## src/rtl/mem_ctrl_pkg.sv

```systemverilog
// -----------------------------------------------------------------------------
// mem_ctrl_pkg
// Definitions shared by the memory read and write controllers:
//   - FSM state encoding for the read controller
//   - bank chip-enable constants (active-low, one-hot)
//   - HOLD accept-timeout limit
//   - bank_ceb(): 2-bit bank select to active-low one-hot chip enable
// -----------------------------------------------------------------------------
package mem_ctrl_pkg;

    typedef enum logic [2:0] {
        ST_IDLE   = 3'd0,
        ST_ADDR   = 3'd1,
        ST_STROBE = 3'd2,
        ST_WAIT   = 3'd3,
        ST_HOLD   = 3'd4
    } state_t;

    localparam logic [3:0] CEB_IDLE  = 4'b1111;
    localparam logic [3:0] CEB_BANK0 = 4'b1110;
    localparam logic [3:0] CEB_BANK1 = 4'b1101;
    localparam logic [3:0] CEB_BANK2 = 4'b1011;
    localparam logic [3:0] CEB_BANK3 = 4'b0111;

    localparam logic [7:0] HOLD_LIMIT = 8'd255;

    function automatic logic [3:0] bank_ceb(input logic [1:0] sel);
        logic [3:0] ceb;
        case (sel)
            2'd0:    ceb = CEB_BANK0;
            2'd1:    ceb = CEB_BANK1;
            2'd2:    ceb = CEB_BANK2;
            default: ceb = CEB_BANK3;
        endcase
        return ceb;
    endfunction

endpackage

```

## src/rtl/mem_rd_ctrl_if.sv

```systemverilog
// -----------------------------------------------------------------------------
// mem_rd_ctrl_if
// Bus between the read controller, the four bank macros and the consumer.
//   rd_req, memsel, rd_acpt : consumer request / bank select / accept
//   mem_q                   : bank read data, bank n at [n*DW +: DW]
//   ceb, web, addr          : bank chip enables, write enables, address
//   rd_data, rd_vld         : captured word and its valid flag
//   rd_err                  : one-cycle accept-timeout pulse
//   busy                    : controller not idle
// Modports: master = controller side, slave = bank/consumer side.
// -----------------------------------------------------------------------------
interface mem_rd_ctrl_if #(
    parameter int DW = 8,
    parameter int AW = 8
);
    logic            rd_req;
    logic [1:0]      memsel;
    logic [4*DW-1:0] mem_q;
    logic            rd_acpt;
    logic [3:0]      ceb;
    logic [3:0]      web;
    logic [AW-1:0]   addr;
    logic [DW-1:0]   rd_data;
    logic            rd_vld;
    logic            rd_err;
    logic            busy;

    modport master (
        input  rd_req, memsel, mem_q, rd_acpt,
        output ceb, web, addr, rd_data, rd_vld, rd_err, busy
    );

    modport slave (
        output rd_req, memsel, mem_q, rd_acpt,
        input  ceb, web, addr, rd_data, rd_vld, rd_err, busy
    );
endinterface

```

## src/rtl/bank_sel_dec.sv

```systemverilog
// -----------------------------------------------------------------------------
// bank_sel_dec
// Bank select decoder shared by the read and write paths.
//   sel [1:0] in  : bank number
//   en        in  : assert the selected chip enable
//   ceb [3:0] out : active-low one-hot chip enables, all high when en=0
// -----------------------------------------------------------------------------
module bank_sel_dec
    import mem_ctrl_pkg::*;
(
    input  logic [1:0] sel,
    input  logic       en,
    output logic [3:0] ceb
);
    always_comb begin
        ceb = CEB_IDLE;
        if (en) begin
            ceb = bank_ceb(sel);
        end
    end
endmodule

```

## src/rtl/mem_rd_ctrl.sv

```systemverilog
// -----------------------------------------------------------------------------
// mem_rd_ctrl
// Single-word read controller for four memory banks. Each request advances
// the address pointer, strobes the selected bank for one cycle, captures the
// returned word after RD_LAT cycles and holds it until the consumer accepts.
//   clk  in : rising-edge clock
//   rstn in : synchronous active-low reset
//   bus     : mem_rd_ctrl_if.master (request/accept, bank bus, read data)
// Parameters: DW data width, AW address width, RD_LAT access latency (1..15).
// Optional feature: define MEM_RD_TIMEOUT_EN to drop an unaccepted word after
// HOLD_LIMIT idle HOLD cycles and pulse rd_err.
//
// state     | meaning
// ----------+-------------------------------------------------------
// ST_IDLE   | waiting for rd_req, memsel captured on acceptance
// ST_ADDR   | advance address pointer
// ST_STROBE | selected bank chip enable low for this one cycle
// ST_WAIT   | count down access latency, capture mem_q at zero
// ST_HOLD   | rd_vld high until rd_acpt (or timeout)
// -----------------------------------------------------------------------------
module mem_rd_ctrl
    import mem_ctrl_pkg::*;
#(
    parameter int DW     = 8,
    parameter int AW     = 8,
    parameter int RD_LAT = 2
) (
    input  logic          clk,
    input  logic          rstn,
    mem_rd_ctrl_if.master bus
);

    localparam logic [3:0] WAIT_LOAD = 4'(RD_LAT - 1);

    state_t        state;
    state_t        state_next;
    logic [AW-1:0] addr_q;
    logic [1:0]    sel_q;
    logic [3:0]    wait_cnt;
    logic [DW-1:0] rd_data_q;
    logic          rd_vld_q;
    logic [3:0]    ceb_q;
    logic [3:0]    ceb_next;
    logic          timeout;

    // ceb is registered: decode against the next state so the strobe lines
    // up with the STROBE cycle without combinational glitches on the macros.
    bank_sel_dec u_bank_sel_dec (
        .sel (sel_q),
        .en  (state_next == ST_STROBE),
        .ceb (ceb_next)
    );

`ifdef MEM_RD_TIMEOUT_EN
    logic [7:0] hold_cnt;
    logic       rd_err_q;

    // accept in the same cycle as the limit takes precedence
    assign timeout = (state == ST_HOLD) && (hold_cnt == HOLD_LIMIT) && !bus.rd_acpt;

    always_ff @(posedge clk) begin
        if (!rstn) begin
            hold_cnt <= 8'd0;
            rd_err_q <= 1'b0;
        end else begin
            rd_err_q <= timeout;
            if (state == ST_WAIT && wait_cnt == 4'd0) begin
                hold_cnt <= 8'd0;
            end else if (state == ST_HOLD && !bus.rd_acpt && hold_cnt != HOLD_LIMIT) begin
                hold_cnt <= hold_cnt + 8'd1;
            end
        end
    end

    assign bus.rd_err = rd_err_q;
`else
    assign timeout    = 1'b0;
    assign bus.rd_err = 1'b0;
`endif

    always_comb begin
        state_next = state;
        case (state)
            ST_IDLE: begin
                if (bus.rd_req) begin
                    state_next = ST_ADDR;
                end
            end
            ST_ADDR:   state_next = ST_STROBE;
            ST_STROBE: state_next = ST_WAIT;
            ST_WAIT: begin
                if (wait_cnt == 4'd0) begin
                    state_next = ST_HOLD;
                end
            end
            ST_HOLD: begin
                if (bus.rd_acpt || timeout) begin
                    state_next = ST_IDLE;
                end
            end
            default:   state_next = ST_IDLE;
        endcase
    end

    always_ff @(posedge clk) begin
        if (!rstn) begin
            state     <= ST_IDLE;
            addr_q    <= '0;
            sel_q     <= 2'd0;
            wait_cnt  <= 4'd0;
            rd_data_q <= '0;
            rd_vld_q  <= 1'b0;
            ceb_q     <= CEB_IDLE;
        end else begin
            state <= state_next;
            ceb_q <= ceb_next;
            case (state)
                ST_IDLE: begin
                    if (bus.rd_req) begin
                        sel_q <= bus.memsel;
                    end
                end
                ST_ADDR: begin
                    addr_q <= addr_q + 1'b1;
                end
                ST_STROBE: begin
                    wait_cnt <= WAIT_LOAD;
                end
                ST_WAIT: begin
                    if (wait_cnt == 4'd0) begin
                        rd_data_q <= bus.mem_q[int'(sel_q)*DW +: DW];
                        rd_vld_q  <= 1'b1;
                    end else begin
                        wait_cnt <= wait_cnt - 1'b1;
                    end
                end
                ST_HOLD: begin
                    if (bus.rd_acpt || timeout) begin
                        rd_vld_q <= 1'b0;
                    end
                end
                default: ;
            endcase
        end
    end

    assign bus.ceb     = ceb_q;
    assign bus.web     = CEB_IDLE;
    assign bus.addr    = addr_q;
    assign bus.rd_data = rd_data_q;
    assign bus.rd_vld  = rd_vld_q;
    assign bus.busy    = (state != ST_IDLE);

endmodule
```

## src/flat_wrapper.sv

```systemverilog
// flat-port wrapper written by rule: the top's interface ports become plain ports
module mem_rd_ctrl_flat import mem_ctrl_pkg::*;
#(
    parameter int DW     = 8,
    parameter int AW     = 8,
    parameter int RD_LAT = 2
)
  (clk, rstn, bus_rd_req, bus_memsel, bus_mem_q, bus_rd_acpt, bus_ceb, bus_web, bus_addr, bus_rd_data, bus_rd_vld, bus_rd_err, bus_busy);
  mem_rd_ctrl_if #(.DW(DW), .AW(AW)) bus_i ();
  input  logic clk;
  input  logic rstn;
  input wire logic [$bits(bus_i.rd_req)-1:0] bus_rd_req;
  input wire logic [$bits(bus_i.memsel)-1:0] bus_memsel;
  input wire logic [$bits(bus_i.mem_q)-1:0] bus_mem_q;
  input wire logic [$bits(bus_i.rd_acpt)-1:0] bus_rd_acpt;
  output wire logic [$bits(bus_i.ceb)-1:0] bus_ceb;
  output wire logic [$bits(bus_i.web)-1:0] bus_web;
  output wire logic [$bits(bus_i.addr)-1:0] bus_addr;
  output wire logic [$bits(bus_i.rd_data)-1:0] bus_rd_data;
  output wire logic [$bits(bus_i.rd_vld)-1:0] bus_rd_vld;
  output wire logic [$bits(bus_i.rd_err)-1:0] bus_rd_err;
  output wire logic [$bits(bus_i.busy)-1:0] bus_busy;
  assign bus_i.rd_req = bus_rd_req;
  assign bus_i.memsel = bus_memsel;
  assign bus_i.mem_q = bus_mem_q;
  assign bus_i.rd_acpt = bus_rd_acpt;
  assign bus_ceb = bus_i.ceb;
  assign bus_web = bus_i.web;
  assign bus_addr = bus_i.addr;
  assign bus_rd_data = bus_i.rd_data;
  assign bus_rd_vld = bus_i.rd_vld;
  assign bus_rd_err = bus_i.rd_err;
  assign bus_busy = bus_i.busy;
  mem_rd_ctrl #(.DW(DW), .AW(AW), .RD_LAT(RD_LAT)) u_core (.clk(clk), .rstn(rstn), .bus(bus_i));
endmodule
```

## config.mk

```make
export PLATFORM = sky130hd
export DESIGN_NAME = mem_rd_ctrl_flat
export DESIGN_NICKNAME = d
export VERILOG_FILES = /design/src/rtl/mem_ctrl_pkg.sv /design/src/rtl/mem_rd_ctrl_if.sv /design/src/rtl/bank_sel_dec.sv /design/src/rtl/mem_rd_ctrl.sv /design/src/flat_wrapper.sv
export SDC_FILE = /design/constraint.sdc
export NUM_CORES = 1
export LEC_CHECK = 0
export BUFFER_PORTS_ARGS = -buffer_cell sky130_fd_sc_hd__buf_4
export CORE_MARGIN = 2
export CORE_UTILIZATION = 41
export CTS_CLUSTER_DIAMETER = 200
export DETAILED_ROUTE_END_ITERATION = 12
export PLACE_DENSITY = 0.76
export SYNTH_ARGS = -nofsm -noshare
export SYNTH_HDL_FRONTEND = slang
export SYNTH_SLANG_ARGS = --single-unit
```

## constraint.sdc

```tcl
create_clock -name clk -period 1.9 [get_ports clk]
set_clock_uncertainty 0.2 [all_clocks]
set_input_delay 0.38 -clock clk [delete_from_list [all_inputs] [get_ports clk]]
set_output_delay 0.38 -clock clk [all_outputs]
set_load 0.03 [all_outputs]
```

# Word level (Yosys, flattened, before mapping)
# Index checks and enable logic that the tools add are counted.
word_totals:
  register_bits: 30
  output_inout_bits: 27
  word_cells: 41
  in_bits: 38
classes:
  shift: 1
  eq_ne: 10
  mux: 10
  reduce_logical: 11
  n_addsub: 2
op_table:
  columns: ["op", "count"]
  rows:
  - ["$shiftx A32 B6 Y8", 1]
  - ["$pmux W3 S5", 1]
  - ["$pmux W4 S3", 1]
  - ["$eq A3 B2 Y1 const B", 3]
  - ["$mux W3", 3]
  - ["$add A8 B1 Y8 const B", 1]
  - ["$pmux W4 S2", 1]
  - ["$reduce_and A2 Y1", 4]
  - ["$logic_not A4 Y1", 1]
  - ["$mux W4", 1]
  - ["$ne A2 B2 Y1 const B", 2]
  - ["$reduce_bool A2 Y1", 2]
  - ["$sub A4 B1 Y4 const B", 1]
  - ["$eq A3 B1 Y1 const B", 1]
  - ["$eq A3 B3 Y1 const B", 1]
  - ["$logic_not A3 Y1", 1]
  - ["$reduce_and A3 Y1", 1]
  - ["$reduce_bool A3 Y1", 1]
  - ["$eq A2 B1 Y1 const B", 1]
  - ["$eq A2 B2 Y1 const B", 1]
  - ["$logic_not A2 Y1", 1]
  - ["$mux W1", 2]
  - ["$ne A2 B1 Y1 const B", 1]
  - ["$pmux W1 S2", 1]

# Longest topological paths before layout
# Gate-level depths: netlist (run 1).
depth:
  depth_word: 5
  ltp_mapped: 6
  ltp_nobuf: 5

# Modules after synthesis
# Synthesis (run 1) repeated with hierarchy kept, for this count alone.
hier_totals:
  hier_cells: 152
  area_unflattened_um2: 1572.8
modules_own_cells:
  columns: ["module", "cells_each", "seq_area_each_um2", "instances", "area_each_um2"]
  rows:
  - ["mem_rd_ctrl", 148, 600.6, 1, 1544.0]
  - ["bank_sel_dec", 4, 0.0, 1, 28.8]

# Worst setup path after synthesis (run 1)
# No wires, ideal clock.
synth_path:
  path_kind: "reg-to-reg"
  start: "register u_core.state[0]"
  end: "register u_core.addr_q[5] (netlist: u_core.bus.addr[5])"
  required_ns: 1.630
  path_buffers: 2
  t_arrival_ns: 1.497
  setup_time_ns: 0.070
  setup_slack_ns: 0.133
  period_less_slack_ns: 1.767
  stages_incl_launch_ff: 6
  path_cell_list: "dfxtp_1 > buf_4 > or3b_1 > clkbuf_2 > or4_1 > a21oi_1"
synth_between:
  elab_chain_cells: 1
synth_rtl:
  columns: ["element", "line_no", "source"]
  rows:
  - ["start: declaration", "mem_rd_ctrl.sv:35", "state_t state;"]
  - ["start signal: assignment", "mem_rd_ctrl.sv:115", "state <= state_next;"]
  - ["$eq A3 B1 Y1", "mem_rd_ctrl.sv:117", "case (state)"]
  - ["end signal: assignment", "mem_rd_ctrl.sv:124", "addr_q <= addr_q + 1'b1;"]
  - ["end: declaration", "mem_rd_ctrl.sv:37", "logic [AW-1:0] addr_q;"]
# No other way between the ends.
# A chain may end at the register's enable or synchronous reset.

# Worst setup path in the final report (run 1)
layout_path:
  start: "register u_core.state[0]"
  end: "output bus_busy"
layout_between:
  elab_chain_cells: 1
layout_rtl:
  columns: ["element", "line_no", "source"]
  rows:
  - ["$reduce_bool A3 Y1", "mem_rd_ctrl.sv:152", "assign bus.busy = (state != ST_IDLE);"]
  - ["end: declaration", "flat_wrapper.sv:22", "output wire logic [$bits(bus_i.busy)-1:0] bus_busy;"]
# No other way between the ends.

==> results of run 1 <==
## cell families (layout without fill, tap and decap cells)
family / count (synthesis) / after routing / synth area share (%)
mux: 12 / 12 / 14.62
simple gates: 57 / 57 / 20.68
other cells: 2 / 5 / 0.4985
flops: 30 / 30 / 39.87
xor+xnor: 1 / 1 / 0.5815
buf+inv: 23 / 81 / 7.391
fa+ha+maj: 3 / 3 / 2.492
compound gates: 30 / 30 / 13.87
## routing by layer
layer	track usage (%)	share of wire, %	up-vias
met5	0	0	-
met4	6.649	1.3	0
met3	6.250	5.4	6
met2	29.56	51	35
met1	22.30	43	645
li1	-	-	684
## stage by stage
step / area [um2] / hold slack, ns / cells / power [W] / setup slack, ns
5_1_grt: 2121 / 0.1372 / 267 / 0.001733 / 0.008854
3_5_place_dp: 1992 / 0.2540 / 259 / 0.001023 / 0.07115
3_3_place_gp: 1992 / 0.2488 / 259 / 0.001018 / 0.1474
2_1_floorplan: 1518 / 0.2641 / 161 / 0.0008996 / 0.1328
6_report: 2121 / 0.1349 / 267 / 0.001662 / 0.04259
4_1_cts: 2118 / 0.1267 / 267 / 0.001676 / 0.03093
## synthesized netlist by cell type (2+ instances only)
| master | n |
|---|---|
| nand2_1 | 18 |
| a21oi_1 | 8 |
| clkbuf_1 | 8 |
| nor2_1 | 5 |
| o2bb2ai_1 | 8 |
| nor3_1 | 3 |
| or3_1 | 3 |
| buf_4 | 6 |
| nor2b_1 | 4 |
| inv_1 | 6 |
| conb_1 | 2 |
| nand2b_1 | 3 |
| nand4_1 | 3 |
| mux2i_1 | 4 |
| nor3b_1 | 2 |
| ha_1 | 3 |
| o21ai_0 | 5 |
| dfxtp_1 | 30 |
| nand3_1 | 4 |
| o21a_1 | 2 |
| nor4_1 | 3 |
| mux4_2 | 8 |
| and3_1 | 2 |
## path summary, 6_finish.rpt
path	endpoint	slack, ns	depth (start not counted)
worst min register to register	u_core.bus.rd_data[7]$_SDFFE_PN0P_	0.26	2
worst max-delay path	bus_busy	0.04	3
worst max register to register	u_core.bus.rd_data[6]$_SDFFE_PN0P_	0.14	5
worst min-delay path	u_core.sel_q[1]$_SDFFE_PN0P_	0.13	3
## flip-flops by register name, indices dropped and copies added, names as in the netlist
signal	count
u_core.wait_cnt	4
u_core.bus.addr	8
u_core.bus.rd_data	8
u_core.sel_q	2
u_core.bus.rd_vld	1
u_core.state	3
u_core.bus.ceb	4
## where the power goes
part / switching [W] / internal, W / leakage [nW]
Sequential: 0.0000223 / 0.000654 / 0.243
Combinational: 0.000165 / 0.000176 / 0.575
Clock: 0.000255 / 0.000390 / 0.0504
## worst min-delay path: cells and delay by family
| kind | cells | cell delay [ns] |
|---|---|---|
| and+or+nand+nor | 1 | 0.07 |
| buffers and inverters | 1 | 0.08 |
| muxes | 1 | 0.05 |
## cell type report
class	count	area share [%]
repair buffers	67	24.07
clock buffers	5	3.245
clock inverters	3	2.124
multi-input cells	108	38.35
inverters	6	1.062
well taps	48	2.832
flip-flops and latches	30	28.32
==> reports/results.tsv, run 1 <==
metric	value	unit
Area growth, synth to finish	40.78	%
gr usage total	18.16	%
initial antenna violation count	0	
# resized after CTS	3	
Yosys top cell area share	39.87	%
CTS tree	done	
fmax	0.5384	GHz
count of standard-cell rows	22	
# Post-CTS Setup Buffers	0	
Synth cell types	41	
most used cell, CP	buf_6	
Antenna diodes	0	
crit-path max cell delay	0.39	ns
I/O pins	65	
final worst path period need	1.857	ns
Top delay family on crit path	simple AND/OR/NAND/NOR gates	
Worst-Margin Slew	0.5008	ns
worst hold path class	input port to register	
Clock H-tree levels	2	
Die Height	64.62	um
most common cell after layout, fill and taps aside	buf_4	
ys async rst share	0	%
Worst R2R Start	u_core.wait_cnt[0]$_SDFFE_PN0P_	
Post-CTS Hold Buffers	0	
area occupied by multi-input gates	813.3	um2
core area	0.003606	mm2
routed wire length	3632	um
Mean Syn Cell Area	9.534	um2
slew margin rel.	66.56	%
HP Start	bus_memsel[1]	
Leak	0.8682	nW
CP endpoint kind	primary output	
Setup CP Type	register to primary output	
initial core utilization	41.78	%
vias per inst	5.131	
share of cells above drive strength 1	39.73	%
Max Slew Vio Count	0	
RSZ-0062 raised after global routing	false	
clock sink total	30	
fin crit share	97.76	%
crit path DAT	1.28	ns
Post-synth top flop	dfxtp_1	
Bufs and invs on worst path	2	
Final setup viols	0	
register area	600.6	um2
clock tree buffer depth	2	
Yosys reg bits	30	
startpoint types	register	
Post-Syn Area	0.001506	mm2
IO buf count	59	
Total Nets Final	259	
Final Hold Viols	0	
Post-Synthesis Cells	158	
chip width	64.62	um
vias in the first global route	1283	
crit path launch	u_core.state[0]$_SDFF_PN0_	
antenna-violating nets left	0	
Routed WL per cell	13.60	um
Critical-path top delay cell	or3_4	
Worst-Skew Late Latency	0.28	ns
Pwr Density	783.8	mW/mm2
HPWL Detailed	2738	um
status	finished clean	
DRC Markers	0	
top cells by area, synth	dfxtp_1 (40%), mux4_2 (12%), o2bb2ai_1 (4.7%), nand2_1 (4.5%), buf_4 (3.0%)	
critical path required time	1.32	ns
number of synthesized flops with an enable pin	0	
initial drt markers	34	
pin count of the biggest net entering global routing	20	
first-pass GRT wire length	5740	um
worst vdd ir	0.5915	mV
Core Util, Final	58.81	%
Placer Congestion	0.7794	
Max Fanout on Critical Path	17	
detailed-router iteration count before antenna repair	4	
max_cap viols	0	
Root Driver	clkbuf_8	
# fillers	323	
commonest non-fill, non-tap cells in the layout	buf_4 (65), dfxtp_1 (30), nand2_1 (18)	
yosys synthesis warning count	0	
overall via count from detail_route	1370	
TritonCTS Buffers	5	
gr ovfl total	0	
sequential share of the synthesized area	39.87	%
CP Cell Sequence	buf_6 > or3_4 > buf_6	
cell taking the most area after synthesis	dfxtp_1	
clock slew at reported path FFs	0.07	ns
TNS Setup	0	ns
Die ar.	0.004175	mm2
Note: power is estimated with default switching activity, not from simulation.
==> inputs of run 2 (changes only) <==
--- a/config.mk
+++ b/config.mk
@@ -10,7 +10,7 @@
 export CORE_UTILIZATION = 41
 export CTS_CLUSTER_DIAMETER = 200
 export DETAILED_ROUTE_END_ITERATION = 12
-export PLACE_DENSITY = 0.76
+export PLACE_DENSITY_LB_ADDON = 0.12
 export SYNTH_ARGS = -nofsm -noshare
 export SYNTH_HDL_FRONTEND = slang
 export SYNTH_SLANG_ARGS = --single-unit
==> run 2 against run 1 <==
  * Sequential share of layout area increased by 0.18 points
  * Highest routed layer unchanged
  * Utilization fell by 0.38 points
  * Flip-flop and latch count unchanged
  * Global-route usage down 0.92 points
  * Design area decreased by 0.65%
  * Clock power shrank 19%
  * Wire length decreased by 4.1%
  * Count of clock-buffer cells in the layout grew 1
  * Setup slack improved by 0.00066 ns
  * Critical path depth is the same
  * Largest power group unchanged
==> reports/results.tsv, run 2 (synthesized netlist as in run 1, its figures left out) <==
metric	value	unit
most common cell after layout, fill and taps aside	buf_4	
clock tree buffer depth	2	
gr ovfl total	0	
Design Area, Final	0.002107	mm2
Final Hold Viols	0	
status	finished clean	
gr usage total	17.25	%
placed inst area	0.001992	mm2
Die Height	64.62	um
FF-to-FF setup slack	0.16	ns
Antenna diodes	0	
fin worst setup slack	0.04325	ns
overall via count from detail_route	1368	
first-pass GRT wire length	5637	um
clock slew at reported path FFs	0.07	ns
TNS Setup	0	ns
Core Util, Final	58.43	%
Max Slew Vio Count	0	
startpoint types	register	
chip width	64.62	um
Root Driver	clkbuf_8	
Final Non-Filler Cells	267	
CP endpoint kind	primary output	
Routed WL per cell	13.04	um
detailed-router iteration count before antenna repair	4	
routed wire length on met3	161	um
worst vdd ir	0.4950	mV
fin crit share	97.72	%
Max Fanout on Critical Path	17	
TritonCTS Buffers	5	
crit path DAT	1.28	ns
metal2 WL	1804	um
wl on met1	1495	um
worst hold path class	input port to register	
top routing layer in use	met4	
final worst path period need	1.857	ns
antenna-violating nets left	0	
Leak	0.8678	nW
placed cells	259	
Setup CP Type	register to primary output	
Worst R2R Start	u_core.state[0]$_SDFF_PN0_	
max_cap viols	0	
initial core utilization	41.78	%
commonest non-fill, non-tap cells in the layout	buf_4 (65), dfxtp_1 (30), nand2_1 (18)	
Post-CTS Hold Buffers	0	
R2R cell count	3	
share of cells above drive strength 1	40.18	%
CP Capture Point	bus_busy	
RSZ-0062 raised after global routing	false	
initial drt markers	77	
count of standard-cell rows	22	
vias in the first global route	1273	
Crit Reg-Reg Endpoint	u_core.bus.addr[5]$_SDFFE_PN0P_	
fmax	0.5386	GHz
Worst-Skew Late Latency	0.28	ns
crit path launch	u_core.state[0]$_SDFF_PN0_	
IO buf count	59	
Total Nets Final	259	
clock sink total	30	
vias per inst	5.124	
DRC Markers	0	
Pwr Density	731.1	mW/mm2
Placer Congestion	0.7505	
Die ar.	0.004175	mm2
I/O pins	65	
CTS tree	done	
# resized after CTS	1	
pre-CTS WS	0.05002	ns
HPWL Detailed	2689	um
Area growth, synth to finish	39.87	%
# Post-CTS Setup Buffers	0	
critical path required time	1.32	ns
Clock H-tree levels	2	
routed wire length	3483	um
pin count of the biggest net entering global routing	18	
core area	0.003606	mm2
Final setup viols	0	
initial antenna violation count	0	
run 2: cell types whose count changed in the layout (fill, tap and decap cells not counted), sizes merged:
cell / previous run / this run
bufinv: 1 / 0
clkbuf: 5 / 6
clkinv: 0 / 1
clkinvlp: 2 / 1
run 2: report_power, final:
part	switching [W]	internal, W	leakage, nW
clock	0.000232	0.000290	0.0472
sequential	0.0000228	0.000654	0.243
combinational	0.000163	0.000177	0.577
run 2: how the worst min path moves through the flow:
| stage | from | depth (start not counted) | to |
|---|---|---|---|
| CTS | bus_memsel[1] | 3 | u_core.sel_q[1]$_SDFFE_PN0P_ |
| finish | bus_memsel[1] | 3 | u_core.sel_q[1]$_SDFFE_PN0P_ |
| detailed placement | u_core.bus.rd_data[1]$_SDFFE_PN0P_ | 2 | u_core.bus.rd_data[1]$_SDFFE_PN0P_ |
| floorplan | u_core.wait_cnt[1]$_SDFFE_PN0P_ | 2 | u_core.wait_cnt[1]$_SDFFE_PN0P_ |
| global route | bus_memsel[0] | 3 | u_core.sel_q[0]$_SDFFE_PN0P_ |
| global placement | u_core.bus.rd_data[4]$_SDFFE_PN0P_ | 2 | u_core.bus.rd_data[4]$_SDFFE_PN0P_ |
run 2: critical path, cell delays in order, from the launching register on:
cell and delay, ns:
dfxtp_1 0.32, buf_6 0.15, or3_4 0.38, buf_6 0.14
run 2: final cells by class:
type,instances,area [um2]
Fill cell,338,1499
Clock inverter,2,12.51
Inverter,6,22.52
Timing Repair Buffer,67,510.5
Clock buffer,6,82.58
Sequential cell,30,600.6
Tap cell,48,60.06
Multi-Input combinational cell,108,818.3
run 2: routing by layer:
metal  vias to the layer above  GRT usage, %
met5                         -             0
met4                         0         5.585
met3                         4         5.208
met2                        41         28.78
met1                       638         21.32
li1                        685             -
run 2: stage by stage:
step	power (W)	hold slack, ns
after global placement	0.001015	0.2518
after detailed placement	0.001022	0.2527
after CTS	0.001549	0.1430
after floorplan	0.0008996	0.2641
final	0.001540	0.1462
after global routing	0.001619	0.1687
